**src/rtl/gap_frame_scheduler.sv**
```systemverilog
// gap_frame_scheduler
// Sits in front of the global average pooling unit. Admits exactly
// IMG_WIDTH*IMG_HEIGHT pixel words per frame, then blocks input until the
// pooling unit returns its per-channel averages. The result is held in an
// output register behind a valid/ready handshake. If no result arrives
// within TIMEOUT cycles, the frame is aborted.
//
// Ports
//   clk, rst           rising-edge clock, synchronous active-high reset
//   start              begin a frame (only honoured in IDLE)
//   s_data/s_valid/s_ready          upstream pixel stream
//   pool_clear         one-cycle clear pulse to the pooling unit
//   pool_data/pool_valid            registered feed to the pooling unit
//   pool_result/pool_result_valid   averages returned by the pooling unit
//   m_data/m_valid/m_ready          held frame result to downstream
//   busy               controller not idle
//   frame_done         one-cycle pulse on result handoff
//   timeout_err        sticky abort flag, cleared by the next start
//   pixel_cnt          pixels admitted in the current frame
//
// state    | meaning
// ---------+------------------------------------------------
// IDLE     | waiting for start
// STREAM   | admitting pixel words until N have been taken
// WAIT_RES | input blocked, waiting for the pooling result
// HOLD     | result held on m_data until downstream takes it

module gap_frame_scheduler #(
  parameter int DATA_WIDHT = 32,
  parameter int CHANNEL    = 7,
  parameter int IMG_WIDTH  = 44,
  parameter int IMG_HEIGHT = 44,
  parameter int TIMEOUT    = 64,
  localparam int N  = IMG_WIDTH * IMG_HEIGHT,
  localparam int DW = DATA_WIDHT * CHANNEL,
  localparam int CW = $clog2(N + 1),
  localparam int WW = $clog2(TIMEOUT + 1)
) (
  input  logic          clk,
  input  logic          rst,
  input  logic          start,
  input  logic [DW-1:0] s_data,
  input  logic          s_valid,
  output logic          s_ready,
  output logic          pool_clear,
  output logic [DW-1:0] pool_data,
  output logic          pool_valid,
  input  logic [DW-1:0] pool_result,
  input  logic          pool_result_valid,
  output logic [DW-1:0] m_data,
  output logic          m_valid,
  input  logic          m_ready,
  output logic          busy,
  output logic          frame_done,
  output logic          timeout_err,
  output logic [CW-1:0] pixel_cnt
);

  typedef enum logic [1:0] {
    ST_IDLE     = 2'd0,
    ST_STREAM   = 2'd1,
    ST_WAIT_RES = 2'd2,
    ST_HOLD     = 2'd3
  } state_t;

  state_t        r_state;
  state_t        w_next_state;
  logic          w_start;
  logic          w_xfer;
  logic          w_last;
  logic          w_capture;
  logic          w_timeout;
  logic          w_handoff;
  logic [WW-1:0] r_wait;
  logic [CW-1:0] r_pixel_cnt;
  logic [DW-1:0] r_pool_data;
  logic [DW-1:0] r_m_data;
  logic          r_pool_valid;
  logic          r_pool_clear;
  logic          r_m_valid;
  logic          r_frame_done;
  logic          r_timeout_err;

  always_ff @(posedge clk) begin
    if (rst) r_state <= ST_IDLE;
    else     r_state <= w_next_state;
  end

  always_comb begin
    w_next_state = r_state;
    w_start      = 1'b0;
    w_xfer       = 1'b0;
    w_last       = 1'b0;
    w_capture    = 1'b0;
    w_timeout    = 1'b0;
    w_handoff    = 1'b0;
    case (r_state)
      ST_IDLE: begin
        w_start = start;
        if (start) w_next_state = ST_STREAM;
      end
      ST_STREAM: begin
        w_xfer = s_valid;
        w_last = s_valid && (r_pixel_cnt == CW'(N - 1));
        if (w_last) w_next_state = ST_WAIT_RES;
      end
      ST_WAIT_RES: begin
        // A result arriving on the timeout edge still wins.
        w_capture = pool_result_valid;
        w_timeout = !pool_result_valid && (r_wait == WW'(TIMEOUT - 1));
        if (w_capture)      w_next_state = ST_HOLD;
        else if (w_timeout) w_next_state = ST_IDLE;
      end
      ST_HOLD: begin
        w_handoff = m_ready;
        if (m_ready) w_next_state = ST_IDLE;
      end
      default: w_next_state = ST_IDLE;
    endcase
  end

  always_ff @(posedge clk) begin
    if (rst) begin
      r_wait        <= '0;
      r_pixel_cnt   <= '0;
      r_pool_data   <= '0;
      r_pool_valid  <= 1'b0;
      r_pool_clear  <= 1'b0;
      r_m_data      <= '0;
      r_m_valid     <= 1'b0;
      r_frame_done  <= 1'b0;
      r_timeout_err <= 1'b0;
    end else begin
      r_pool_clear <= w_start;
      r_frame_done <= w_handoff;
      r_pool_valid <= w_xfer;
      if (w_xfer) r_pool_data <= s_data;

      if (w_start)     r_pixel_cnt <= '0;
      else if (w_xfer) r_pixel_cnt <= r_pixel_cnt + 1'b1;

      // Counter is zero on the first WAIT_RES cycle because it is held
      // at zero in every other state.
      if (r_state == ST_WAIT_RES) r_wait <= r_wait + 1'b1;
      else                        r_wait <= '0;

      if (w_start)        r_timeout_err <= 1'b0;
      else if (w_timeout) r_timeout_err <= 1'b1;

      if (w_capture) begin
        r_m_data  <= pool_result;
        r_m_valid <= 1'b1;
      end else if (w_handoff) begin
        r_m_valid <= 1'b0;
      end
    end
  end

  assign s_ready     = (r_state == ST_STREAM);
  assign busy        = (r_state != ST_IDLE);
  assign pool_clear  = r_pool_clear;
  assign pool_data   = r_pool_data;
  assign pool_valid  = r_pool_valid;
  assign m_data      = r_m_data;
  assign m_valid     = r_m_valid;
  assign frame_done  = r_frame_done;
  assign timeout_err = r_timeout_err;
  assign pixel_cnt   = r_pixel_cnt;

endmodule

```
**config.mk**
```make
export PLATFORM = sky130hd
export DESIGN_NAME = gap_frame_scheduler
export DESIGN_NICKNAME = d
export VERILOG_FILES = /design/src/rtl/gap_frame_scheduler.sv
export SDC_FILE = /design/constraint.sdc
export NUM_CORES = 1
export LEC_CHECK = 0
export ABC_AREA = 1
export CORE_AREA = 10 10 353 355
export DETAILED_ROUTE_END_ITERATION = 12
export DIE_AREA = 0 0 363 365
export DONT_BUFFER_PORTS = 1
export SYNTH_ARGS = -nofsm -noshare
export SYNTH_HDL_FRONTEND = slang
export SYNTH_SLANG_ARGS = --single-unit
```
**constraint.sdc**
```tcl
create_clock -name clk -period 1.25 [get_ports clk]
set_input_delay 0.25 -clock clk [delete_from_list [all_inputs] [get_ports clk]]
set_output_delay 0.25 -clock clk [all_outputs]
set_load 0.01 [all_outputs]
```
After elaboration in Yosys (flattened, before gate mapping)
Index checks and enable logic that the tools add are counted.
- $add $sub $neg: 2
- multipliers: 0
- div/mod/pow operators: 0
- $lt $le $gt $ge: 0
- eq/ne operators: 9
- shift operators: 0
- muxes and demuxes: 13
- bitwise operators: 1
- reduce and logical (&&, ||, !) cells: 9
- operator list (operator ; number):
    $add A11 B1 Y11 const B ; 1
    $eq A11 B11 Y1 const B ; 1
    $mux W2 ; 5
    $pmux W2 S4 ; 1
    $add A7 B1 Y7 const B ; 1
    $eq A7 B6 Y1 const B ; 1
    $mux W1 ; 7
    $eq A2 B2 Y1 const B ; 2
    $ne A2 B2 Y1 const B ; 2
    $reduce_and A4 Y1 ; 1
    $reduce_bool A2 Y1 ; 2
    $reduce_or A2 Y1 ; 2
    $ne A3 B3 Y1 const B ; 1
    $eq A2 B1 Y1 const B ; 1
    $logic_and A1 B1 Y1 ; 2
    $logic_not A2 Y1 ; 1
    $ne A2 B1 Y1 const B ; 1
    $logic_not A1 Y1 ; 1
    $not A1 Y1 ; 1
- register bits: 473
- bits in latches: 0
- bits in writable memories: 0
- bits in read-only memories: 0
- input port bits: 454
- output and inout bits: 466
- memories: 0

Depth between registers and ports, before layout
- word-level depth: 5
- gate-level depth with buffers: 9
- depth with buffers taken out: 9

Worst setup path before layout
No wires, ideal clock.
- path kind: register -> register
- start point: reg r_state[0]
- end point: reg r_pool_data[81], in the netlist pool_data[81]
- library setup time: 70 ps
- data arrival time: 1235 ps
- required time: 1180 ps
- slack: -56 ps
- stages on the path, launching flop included: 8
- period minus slack after synthesis: 1306 ps
- cell sequence: dfxtp_1 nand3_2 inv_2 buf_2 buf_4 buf_2 nand2_1 a21oi_1
- cells in the longest elaborated chain, start to end: 2
- RTL lines (item ; RTL line ; RTL):
    start, declared ; 66 ; state_t r_state;
    start signal, assigned ; 86 ; else r_state <= w_next_state;
    $eq A2 B1 Y1 ; 97 ; case (r_state)
    $mux W1 ; 97 ;
    end signal, assigned ; 137 ; if (w_xfer) r_pool_data <= s_data;
    end, declared ; 76 ; logic [DW-1:0] r_pool_data;
No other way between the ends.
A chain may end at the register's enable or synchronous reset.

Final worst setup path
- start point: reg r_state[0]
- end point: out busy
- cells in the longest elaborated chain, start to end: 1
- RTL lines (item ; RTL line ; RTL):
    $reduce_bool A2 Y1 ; 160 ; assign busy = (r_state != ST_IDLE);
    end, declared ; 53 ; output logic busy,
No other way between the ends.

==> results_dict.tcl <==
set metrics [dict create \
    die-area_um2 132500 \
    ys_seq_area_frac 0.5652 \
    yosys_warnings 0 \
    core_area_um2 117500 \
    hold_ws_ns -0.3039 \
    cap_viol_max_count 0 \
    nNetsFinal 3194 \
    crit_required_ns 1.00 \
    async_flop_share 0 \
    crit_fanout 3 \
    utilization 0.2959 \
    syn_area_per_cell_um2 7.869 \
    cpPeakStageDelay_ns 0.35 \
    cp_slowest_cell "dfxtp_4" \
    area_growth_pct 107.5 \
    fmaxAchievable_ghz 0.5741 \
    die_h_um 365 \
    min_path_cells 1 \
    core.rowCount 126 \
    firstDrtPassIters 5 \
    ff2ff_setup_slack_ns -0.48 \
    holdCritStartpoint "rst" \
    hold_path.class "in -> reg" \
    final.setup.worst_slack_ns -0.4919 \
    clk_latency_ns 0.66 \
    maxSlewHeadroom -0.1104 \
    antenna_found_initial 57 \
    drive_gt1_frac 0.5061 \
    placed_cell_area_um2 19080 \
    drt-total-wl_um 130500 \
    period_needed_ns 1.742 \
    synth_largest_area_cell "dfxtp_1" \
    synth_ff_type "dfxtp_1" \
    hold_end "m_data[42]$_SDFFE_PP0P_" \
    worstMarginPinSlew_ns 1.666 \
    synth_seq_cells 473 \
    cts-htree-levels 2 \
    rsz0062_at_grt "yes" \
    clock_sinks 473 \
    wire_per_inst_um 29.85 \
    synth_area_leaders "dfxtp_1 (57%), nand2_1 (16%), a21oi_1 (14%)" \
    dp_hpwl_um 83950 \
    rr_endpoint "m_data[127]$_SDFFE_PP0P_" \
    vias 19380 \
    critical_path_arrival_ns 1.49 \
    ir_worst_vdd_v 0.0009906 \
    via_per_inst 4.430 \
    grt_pass1_wl_um 154700 \
    track_usage 0.1667 \
    syn_nets 2585 \
    drc 0 \
    fin_skew_ns 0.01429 \
    yosys-top-cells-count "nand2_1 (713), dfxtp_1 (473), a21oi_1 (461)" \
    r2r-start "r_state[0]$_SDFFE_PP0P_" \
    final_area_um2 34760 \
    synth_top_area_frac 0.5652 \
    status "finished, violations left" \
    yosysMostFrequentCell "nand2_1" \
    port_buffers 0 \
    synth-edff-count 0 \
    drtIter0Drc 1372 \
    reg2reg_depth 12 \
    routabilityCongestion 0.9212 \
    synth_cell_types 25 \
    crit_path_start_kind "flop" \
    final_antenna_net_count 0 \
    start_util 0.1426 \
    violations "negative hold slack, max-slew violations, negative setup slack" \
    overflow 0 \
    path_cells "buf_6, nor2_4, buf_6, inv_4, buf_8" \
    grt_pass1_vias 18060 \
    io_pins 920 \
    die_w_um 363 \
    critPathMostFrequentCell "buf_6" \
    root_buffer "clkbuf_16" \
    slew_violations 194 \
    finalHoldViolations 22 \
    end_kind "output pin" \
    postSynthCellCount 2129 \
    cts_buffers 60 \
    min_period_over_period 1.394 \
    cts_tree "done" \
    powerDensity_nw_per_um2 1802 \
    syn-cell-area_um2 16750 \
    clkTransAtPathRegs_ns 0.06 \
    path_class "reg -> out" \
    setup_viol 937 \
    grt_max_degree 455 \
    clockBufferDepth 3 \
    p_leak_nw 11.85 \
]
-- sequential cells by signal, summed over array words and instances (netlist names) --
signal and flops:
r_wait 7, pool_clear 1, r_state 2, timeout_err 1, m_data 224, pool_data 224
m_valid 1, frame_done 1, pixel_cnt 11, pool_valid 1
-- where the power goes --
part           switching (mW)  total, mW  internal (mW)
Combinational            10.9       22.8           11.9
Sequential               3.92       21.1           17.2
Clock                    7.55       18.7           11.1
Total                    22.4       62.6           40.3
-- layout make-up --
class,instances,area (um^2)
timing repair buffer,718,9465
clock buffer,82,1695
timing repair inverter,2,46.29
clock inverter,30,391.6
inverter,28,153.9
tap,1536,1922
antenna,50,125.1
multi-input combinational,1455,10630
sequential,473,10330
fill,11740,82690
-- layout by cell type, fill, tap and decap left out, types with 20 or more instances in the layout --
cell / n
nand2_4: 224
a21oi_2: 311
clkbuf_16: 107
nand3_2: 81
buf_12: 71
nand2_1: 382
diode_2: 50
dfxtp_4: 223
nor2_1: 21
buf_16: 45
nand2_2: 105
buf_8: 22
nand3_4: 49
dlygate4sd3_1: 437
buf_6: 59
nand3_1: 104
inv_1: 20
a21oi_1: 149
dfxtp_1: 234
buf_4: 38
-- layer usage --
| layer | vias up | GRT usage | wire [um] |
|---|---|---|---|
| li1 | 8353 | - | - |
| met5 | - | 0 | 87 |
| met3 | 374 | 0.1179 | 21570 |
| met2 | 1252 | 0.2678 | 60730 |
| met4 | 14 | 0.04708 | 4786 |
| met1 | 9386 | 0.1735 | 43370 |
-- cells by family after synthesis --
kind of cell,Yosys count,synth area share
buf+inv,202,0.05273
xor+xnor,2,0.001046
simple gates,979,0.2381
compound gates,471,0.1414
fa+ha+maj,2,0.001494
flops,473,0.5652
-- worst max-delay path by stage --
| stage | from | cells past startpoint | end | slack [ns] |
|---|---|---|---|---|
| floorplan | pixel_cnt[1]$_SDFFE_PP0P_ | 7 | pixel_cnt[6]$_SDFFE_PP0P_ | 0.002 |
| global placement | r_state[1]$_SDFFE_PP0P_ | 8 | pixel_cnt[9]$_SDFFE_PP0P_ | -0.17 |
| detailed placement | r_state[0]$_SDFFE_PP0P_ | 6 | m_data[218]$_SDFFE_PP0P_ | -0.16 |
| CTS | r_state[0]$_SDFFE_PP0P_ | 5 | busy | -0.57 |
| global route | r_state[1]$_SDFFE_PP0P_ | 5 | busy | -0.58 |
| finish | r_state[0]$_SDFFE_PP0P_ | 5 | busy | -0.49 |
-- worst max-delay path: cells and delay by family (launching register included) --
| family | cells | cell delay [ns] |
|---|---|---|
| flops | 1 | 0.35 |
| simple gates | 1 | 0.09 |
| buf+inv | 4 | 0.40 |
-- stage by stage --
step	std cells	setup WS (ns)	power [mW]	TNS, ns
2_1_floorplan	2129	0.001615	24.10	0
3_3_place_gp	3589	-0.1657	28.54	-24.97
3_5_place_dp	3589	-0.1630	28.69	-35.99
4_1_cts	4214	-0.5668	55.60	-247.82
5_1_grt	4349	-0.5844	65.11	-243.67
6_report	4374	-0.4919	62.65	-201.63
-- repair_timing --
action,4_1_cts,5_1_grt
pin swaps,75,240
buffers inserted,61,55
resized for setup,680,1076
gates cloned,46,56
setup endpoints to repair,917,937
hold buffers,407,30
endpoints found under the hold margin,462,313
No activity file was read; power rests on OpenSTA's default activity.
